<file path="src/rtl/pipe_phase_rst_gen.sv">
// pipe_phase_rst_gen: phase-enable and core-reset sequencer with run watchdog.
// Optional build macro: PIPE_PHASE_ROUND_CNT_EN (enables the round_cnt counter).
//
// Ports:
//   clk        in   rising-edge clock
//   rst        in   asynchronous active-low reset
//   hold       in   freeze phase sequence, enables forced low
//   halt_req   in   core halt request, ends the run
//   core_rst_n out  synchronised, stretched active-low core reset
//   ph_en      out  one-hot-or-zero registered phase enables
//   phase_idx  out  index of the current/last phase
//   cycle_cnt  out  active cycles since core_rst_n rose
//   done       out  sticky run-finished flag
//   timeout    out  sticky watchdog flag
//   round_cnt  out  completed full phase rounds (0 unless macro defined)
module pipe_phase_rst_gen #(
    parameter int NUM_PHASES  = 2,
    parameter int PHASE_LEN   = 4,
    parameter int GAP_LEN     = 1,
    parameter int RST_STRETCH = 4,
    parameter int TIMEOUT     = 100,
    parameter int CNT_W       = 16
) (
    input  logic                  clk,
    input  logic                  rst,
    input  logic                  hold,
    input  logic                  halt_req,
    output logic                  core_rst_n,
    output logic [NUM_PHASES-1:0] ph_en,
    output logic [((NUM_PHASES > 1) ? $clog2(NUM_PHASES) : 1)-1:0] phase_idx,
    output logic [CNT_W-1:0]      cycle_cnt,
    output logic                  done,
    output logic                  timeout,
    output logic [CNT_W-1:0]      round_cnt
);

    localparam int PW    = (NUM_PHASES > 1) ? $clog2(NUM_PHASES) : 1;
    localparam int MAXA  = (PHASE_LEN > GAP_LEN) ? PHASE_LEN : GAP_LEN;
    localparam int MAXL  = (MAXA > RST_STRETCH) ? MAXA : RST_STRETCH;
    localparam int SEG_W = (MAXL > 1) ? $clog2(MAXL + 1) : 1;

    localparam logic [PW-1:0]    LAST_IDX = PW'(NUM_PHASES - 1);
    localparam logic [SEG_W-1:0] PH_END   = SEG_W'(PHASE_LEN - 1);
    localparam logic [SEG_W-1:0] GAP_END  = SEG_W'(GAP_LEN - 1);
    localparam logic [SEG_W-1:0] STR_END  = SEG_W'(RST_STRETCH - 1);
    localparam logic [CNT_W-1:0] TMO_VAL  = CNT_W'(TIMEOUT);

    typedef enum logic [2:0] {
        S_RST,
        S_STRETCH,
        S_ACTIVE,
        S_GAP,
        S_DONE
    } state_t;

    state_t                r_state;
    logic                  r_meta;
    logic                  r_core_rst_n;
    logic [NUM_PHASES-1:0] r_ph_en;
    logic [PW-1:0]         r_idx;
    logic [SEG_W-1:0]      r_seg;
    logic [CNT_W-1:0]      r_cyc;
    logic                  r_done;
    logic                  r_tmo;

    state_t                w_state_n;
    logic                  w_rstn_n;
    logic [NUM_PHASES-1:0] w_ph_n;
    logic [PW-1:0]         w_idx_n;
    logic [PW-1:0]         w_nidx;
    logic [SEG_W-1:0]      w_seg_n;
    logic [CNT_W-1:0]      w_cyc_n;
    logic [CNT_W-1:0]      w_cyc_inc;
    logic                  w_done_n;
    logic                  w_tmo_n;
    logic                  w_run;
    logic                  w_adv;

    // r_meta is the first synchroniser stage; the S_RST->S_STRETCH
    // transition register acts as the second stage.
    always_ff @(posedge clk or negedge rst) begin
        if (!rst) begin
            r_state      <= S_RST;
            r_meta       <= 1'b0;
            r_core_rst_n <= 1'b0;
            r_ph_en      <= '0;
            r_idx        <= '0;
            r_seg        <= '0;
            r_cyc        <= '0;
            r_done       <= 1'b0;
            r_tmo        <= 1'b0;
        end else begin
            r_state      <= w_state_n;
            r_meta       <= 1'b1;
            r_core_rst_n <= w_rstn_n;
            r_ph_en      <= w_ph_n;
            r_idx        <= w_idx_n;
            r_seg        <= w_seg_n;
            r_cyc        <= w_cyc_n;
            r_done       <= w_done_n;
            r_tmo        <= w_tmo_n;
        end
    end

    assign w_run     = (r_state == S_ACTIVE) || (r_state == S_GAP);
    assign w_cyc_inc = r_cyc + 1'b1;
    assign w_nidx    = (r_idx == LAST_IDX) ? '0 : r_idx + 1'b1;

    always_comb begin
        w_state_n = r_state;
        w_rstn_n  = r_core_rst_n;
        w_seg_n   = r_seg;
        w_cyc_n   = r_cyc;
        w_done_n  = r_done;
        w_tmo_n   = r_tmo;
        w_adv     = 1'b0;
        w_idx_n   = r_idx;
        w_ph_n    = '0;

        unique case (r_state)
            S_RST: begin
                if (r_meta) begin
                    w_seg_n = '0;
                    if (RST_STRETCH == 0) begin
                        w_state_n = S_ACTIVE;
                        w_rstn_n  = 1'b1;
                    end else begin
                        w_state_n = S_STRETCH;
                    end
                end
            end
            S_STRETCH: begin
                if (r_seg == STR_END) begin
                    w_state_n = S_ACTIVE;
                    w_rstn_n  = 1'b1;
                    w_seg_n   = '0;
                end else begin
                    w_seg_n = r_seg + 1'b1;
                end
            end
            S_ACTIVE: begin
                if (!hold) begin
                    if (r_seg == PH_END) begin
                        w_seg_n = '0;
                        if (GAP_LEN == 0) begin
                            w_adv = 1'b1;
                        end else begin
                            w_state_n = S_GAP;
                        end
                    end else begin
                        w_seg_n = r_seg + 1'b1;
                    end
                end
            end
            S_GAP: begin
                if (!hold) begin
                    if (r_seg == GAP_END) begin
                        w_state_n = S_ACTIVE;
                        w_seg_n   = '0;
                        w_adv     = 1'b1;
                    end else begin
                        w_seg_n = r_seg + 1'b1;
                    end
                end
            end
            S_DONE: begin
            end
            default: begin
                w_state_n = S_RST;
            end
        endcase

        // Watchdog and halt override the sequence step on the same edge.
        if (w_run) begin
            w_cyc_n = w_cyc_inc;
            if (w_cyc_inc == TMO_VAL) begin
                w_tmo_n  = 1'b1;
                w_done_n = 1'b1;
            end
            if (halt_req) begin
                w_done_n = 1'b1;
            end
            if (w_done_n) begin
                w_state_n = S_DONE;
                w_seg_n   = r_seg;
                w_adv     = 1'b0;
            end
        end

        if (w_adv) begin
            w_idx_n = w_nidx;
        end

        // hold only acts once the core is out of reset.
        if (w_state_n == S_ACTIVE && !(w_run && hold)) begin
            w_ph_n = NUM_PHASES'(1) << w_idx_n;
        end
    end

`ifdef PIPE_PHASE_ROUND_CNT_EN
    logic [CNT_W-1:0] r_rnd;
    logic             w_wrap;

    assign w_wrap = w_adv && (r_idx == LAST_IDX);

    always_ff @(posedge clk or negedge rst) begin
        if (!rst) begin
            r_rnd <= '0;
        end else if (w_wrap && (r_rnd != '1)) begin
            r_rnd <= r_rnd + 1'b1;
        end
    end

    assign round_cnt = r_rnd;
`else
    assign round_cnt = '0;
`endif

    assign core_rst_n = r_core_rst_n;
    assign ph_en      = r_ph_en;
    assign phase_idx  = r_idx;
    assign cycle_cnt  = r_cyc;
    assign done       = r_done;
    assign timeout    = r_tmo;

endmodule

</file>
<file path="config.mk">
export PLATFORM = sky130hd
export DESIGN_NAME = pipe_phase_rst_gen
export DESIGN_NICKNAME = d
export VERILOG_FILES = /design/src/rtl/pipe_phase_rst_gen.sv
export SDC_FILE = /design/constraint.sdc
export NUM_CORES = 1
export LEC_CHECK = 0
export BUFFER_PORTS_ARGS = -buffer_cell sky130_fd_sc_hd__buf_4
export CELL_PAD_IN_SITES_DETAIL_PLACEMENT = 0
export CELL_PAD_IN_SITES_GLOBAL_PLACEMENT = 2
export CORE_UTILIZATION = 30
export CTS_CLUSTER_DIAMETER = 120
export CTS_CLUSTER_SIZE = 16
export DETAILED_ROUTE_END_ITERATION = 16
export HOLD_SLACK_MARGIN = 0.03
export PLACE_DENSITY_LB_ADDON = 0.1
export SYNTH_ARGS = -nofsm -noshare
export SYNTH_HDL_FRONTEND = slang
export SYNTH_SLANG_ARGS = --single-unit
</file>
<file path="constraint.sdc">
create_clock -name clk -period 2.08 [get_ports clk]
set_input_delay 0.52 -clock clk [delete_from_list [all_inputs] [get_ports clk]]
set_output_delay 0.52 -clock clk [all_outputs]
set_load 0.1 [all_outputs]
</file>
==> impl_metrics.env <==
export IMPL_row_count=27
export IMPL_worstSetupPathType="reg -> reg"
export IMPL_portBuffers=25
export IMPL_hold_violations=0
export IMPL_clock_sinks=29
export IMPL_grtUsageMet1=0.178
export IMPL_end_kind="flip-flop"
export IMPL_grt_pass1_wl_um=7300
export IMPL_synth_top_area_cell="dfrtp_1"
export IMPL_crit_required_ns=2.25
export IMPL_synth_cell_types=49
export IMPL_die_area_sq_um=6310
export IMPL_slew_violations=0
export IMPL_cts_tree="built"
export IMPL_fin_ws_ns=-0.0587
export IMPL_grt_use_met2=0.268
export IMPL_r2r_setup_slack_ns=-0.06
export IMPL_htreeDepth=2
export IMPL_drc_errors=0
export IMPL_crit_arrival_ns=2.31
export IMPL_finClkSkew_ns=0.00442
export IMPL_layout_nets=254
export IMPL_busiest_layer="met2"
export IMPL_grt_usage=0.152
export IMPL_diodes=0
export IMPL_min_period_over_period=1.03
export IMPL_met3_usage=0.0343
export IMPL_drive_gt1_frac=0.465
export IMPL_dpl_cell_count=298
export IMPL_rsz0062_at_grt="true"
export IMPL_wl_um=4330
export IMPL_power_density_nw_per_um2=478
export IMPL_clock_latency_ns=0.28
export IMPL_num_vias=1530
export IMPL_antenna_found_initial=0
export IMPL_fin_tns_setup_ns=-0.146
export IMPL_die_width_um=79.4
export IMPL_max_freq_mhz=468
export IMPL_ant_nets=0
export IMPL_yosysWarnings=0
export IMPL_design_area_sq_um=2570
export IMPL_clock_root_buffer="clkbuf_8"
export IMPL_die_h_um=79.4
export IMPL_hold_buffers=0
export IMPL_r2r_end="r_seg[2]"
export IMPL_dpl_hpwl_um=3150
export IMPL_synthMostInstantiatedCell="dfrtp_1"
export IMPL_failed_checks="negative setup slack"
export IMPL_first_pass_iters=5
export IMPL_synth_top_flop_cell="dfrtp_1"
export IMPL_start_kind="flip-flop"
export IMPL_instances_no_fill=317
export IMPL_max_cap_viol_count=0
export IMPL_synth_common_cells="dfrtp_1 (29), buf_4 (17), nand2_1 (14)"
export IMPL_ir_drop_mv=0.271
export IMPL_start_util=0.319
export IMPL_routabilityCongestion=0.818
export IMPL_synth_seq_area_share=0.403
export IMPL_cp_max_fo=4
export IMPL_p_leak_nw=1.20
export IMPL_fillers=555
export IMPL_grt_pass1_vias=1567
export IMPL_area_growth_pct=43.1
export IMPL_syn_area_sq_um=1800
export IMPL_synth_edf_count=0
export IMPL_boundaryPins=42
export IMPL_synthArstFlopShare=1.00
export IMPL_grt_max_degree=30
export IMPL_rr_worst_depth=7
export IMPL_setup_violations=4
export IMPL_hold_path_class="in -> async"
export IMPL_cts_buffers=5
export IMPL_via_per_inst=4.83
export IMPL_coreArea_sq_um=5640
export IMPL_dpl_instance_area_sq_um=2230
export IMPL_clk_path_buf_depth=2
export IMPL_ys_seq_elements=29
export IMPL_grt_overflow=0
export IMPL_status="finished with violations"
export IMPL_synth_top_area_share=0.403
export IMPL_avgSynthCellArea_sq_um=9.94
export IMPL_drt_initial_drc_count=52
export IMPL_period_needed_ns=2.14
export IMPL_synth_area_leaders="dfrtp_1 (40%), buf_4 (7.1%), xnor2_1 (6.3%), ha_1 (4.2%), nand2_1 (2.9%)"
export IMPL_postSynthCellCount=181
export IMPL_worstReg2RegStart="cycle_cnt[0]"
export IMPL_wire_per_inst_um=13.6
export IMPL_cts_clk_slew_worst_paths_ns=0.06
## final cells by class
type,count,area [sq um],share of cell area
multi-input combinational,137,1110,0.432
clock buffer,7,96.3,0.0374
tap,72,90.1,0.0350
inverter,8,30.0,0.0117
clock inverter,1,5.00,0.00194
sequential,29,753,0.293
timing repair buffer,63,488,0.190
## metal layers
| layer | part of all wire | wire, um |
|---|---|---|
| met1 | 0.43 | 1850 |
| met5 | 0 | 0 |
| met3 | 0.037 | 162 |
| met4 | 0.015 | 65 |
| met2 | 0.52 | 2250 |
## cell usage in the layout, fill, tap and decap left out, drive strengths merged, types with 2 or more instances in the layout
cell | netlist | layout
o31ai | 4 | 4
conb | 2 | 17
buf | 18 | 63
inv | 8 | 8
nand2 | 14 | 14
a211o | 2 | 2
nor4 | 4 | 4
dfrtp | 29 | 29
nor3 | 3 | 3
xnor2 | 13 | 13
nor2b | 4 | 4
a311o | 2 | 2
xor2 | 4 | 4
mux2i | 3 | 3
a31oi | 2 | 2
or2 | 3 | 3
o21ai | 2 | 2
clkbuf | 4 | 7
ha | 6 | 6
nor3b | 2 | 2
or3b | 2 | 2
nor2 | 9 | 9
nand3 | 5 | 5
nand4 | 9 | 9
a21oi | 3 | 3
and3 | 5 | 5
nand2b | 3 | 3
## cells by family after synthesis
kind of cell | after synthesis | synth area share
AOI/OAI and AO/OA | 25 | 0.116
xor gates and xnor gates | 17 | 0.0828
muxes | 4 | 0.0250
adders and majority gates | 6 | 0.0417
buffers and inverters | 30 | 0.0987
DFF | 29 | 0.403
other | 2 | 0.00417
and+or+nand+nor | 68 | 0.228
## critical path: stages (launching register included)
cell	delay [ns]
dfrtp_4	0.50
ha_4	0.18
and3_4	0.15
a311o_1	0.29
nor4_4	0.22
o2111a_2	0.30
o31ai_4	0.07
mux2_4	0.31
## power breakdown
| group | total [W] | internal, W | switching [W] |
|---|---|---|---|
| clock network | 0.000521 | 0.000299 | 0.000222 |
| logic | 0.000144 | 0.00000444 | 0.000140 |
| registers | 0.000565 | 0.000565 | 0.000000696 |
| total | 0.00123 | 0.000868 | 0.000362 |
## timing repair
| item | in CTS | in global routing |
|---|---|---|
| setup buffers | 8 | 3 |
| gates resized for setup | 17 | 12 |
| pin swaps | 14 | 7 |
| endpoints found under the setup margin | 10 | 11 |
## registers in the layout, summed over array words and instances, names as in the netlist, 2 cells and up
signal	count
ph_en	2
cycle_cnt	16
r_seg	3
r_state	3
## metrics by stage
| stage | utilization | hold slack (ns) | total power [W] | worst slack (ns) |
|---|---|---|---|---|
| after floorplan | - | 0.224 | 0.000726 | -0.328 |
| final | 0.456 | 0.166 | 0.00123 | -0.0587 |
| after global placement | 0.396 | 0.453 | 0.000720 | -0.192 |
| after global routing | 0.456 | 0.179 | 0.00128 | -0.175 |
| after CTS | 0.438 | 0.170 | 0.00124 | -0.0716 |
| after detailed placement | 0.396 | 0.458 | 0.000721 | -0.245 |
## worst max path at each step
| stage | startpoint | endpoint | slack, ns |
|---|---|---|---|
| CTS | cycle_cnt[0] | r_seg[2] | -0.07 |
| floorplan | cycle_cnt[1] | r_seg[2] | -0.33 |
| global placement | cycle_cnt[0] | ph_en[1] | -0.19 |
| global route | cycle_cnt[0] | ph_en[0] | -0.18 |
| finish | cycle_cnt[0] | r_seg[2] | -0.06 |
| detailed placement | cycle_cnt[0] | ph_en[0] | -0.24 |
No activity file was read; power rests on OpenSTA's default activity.
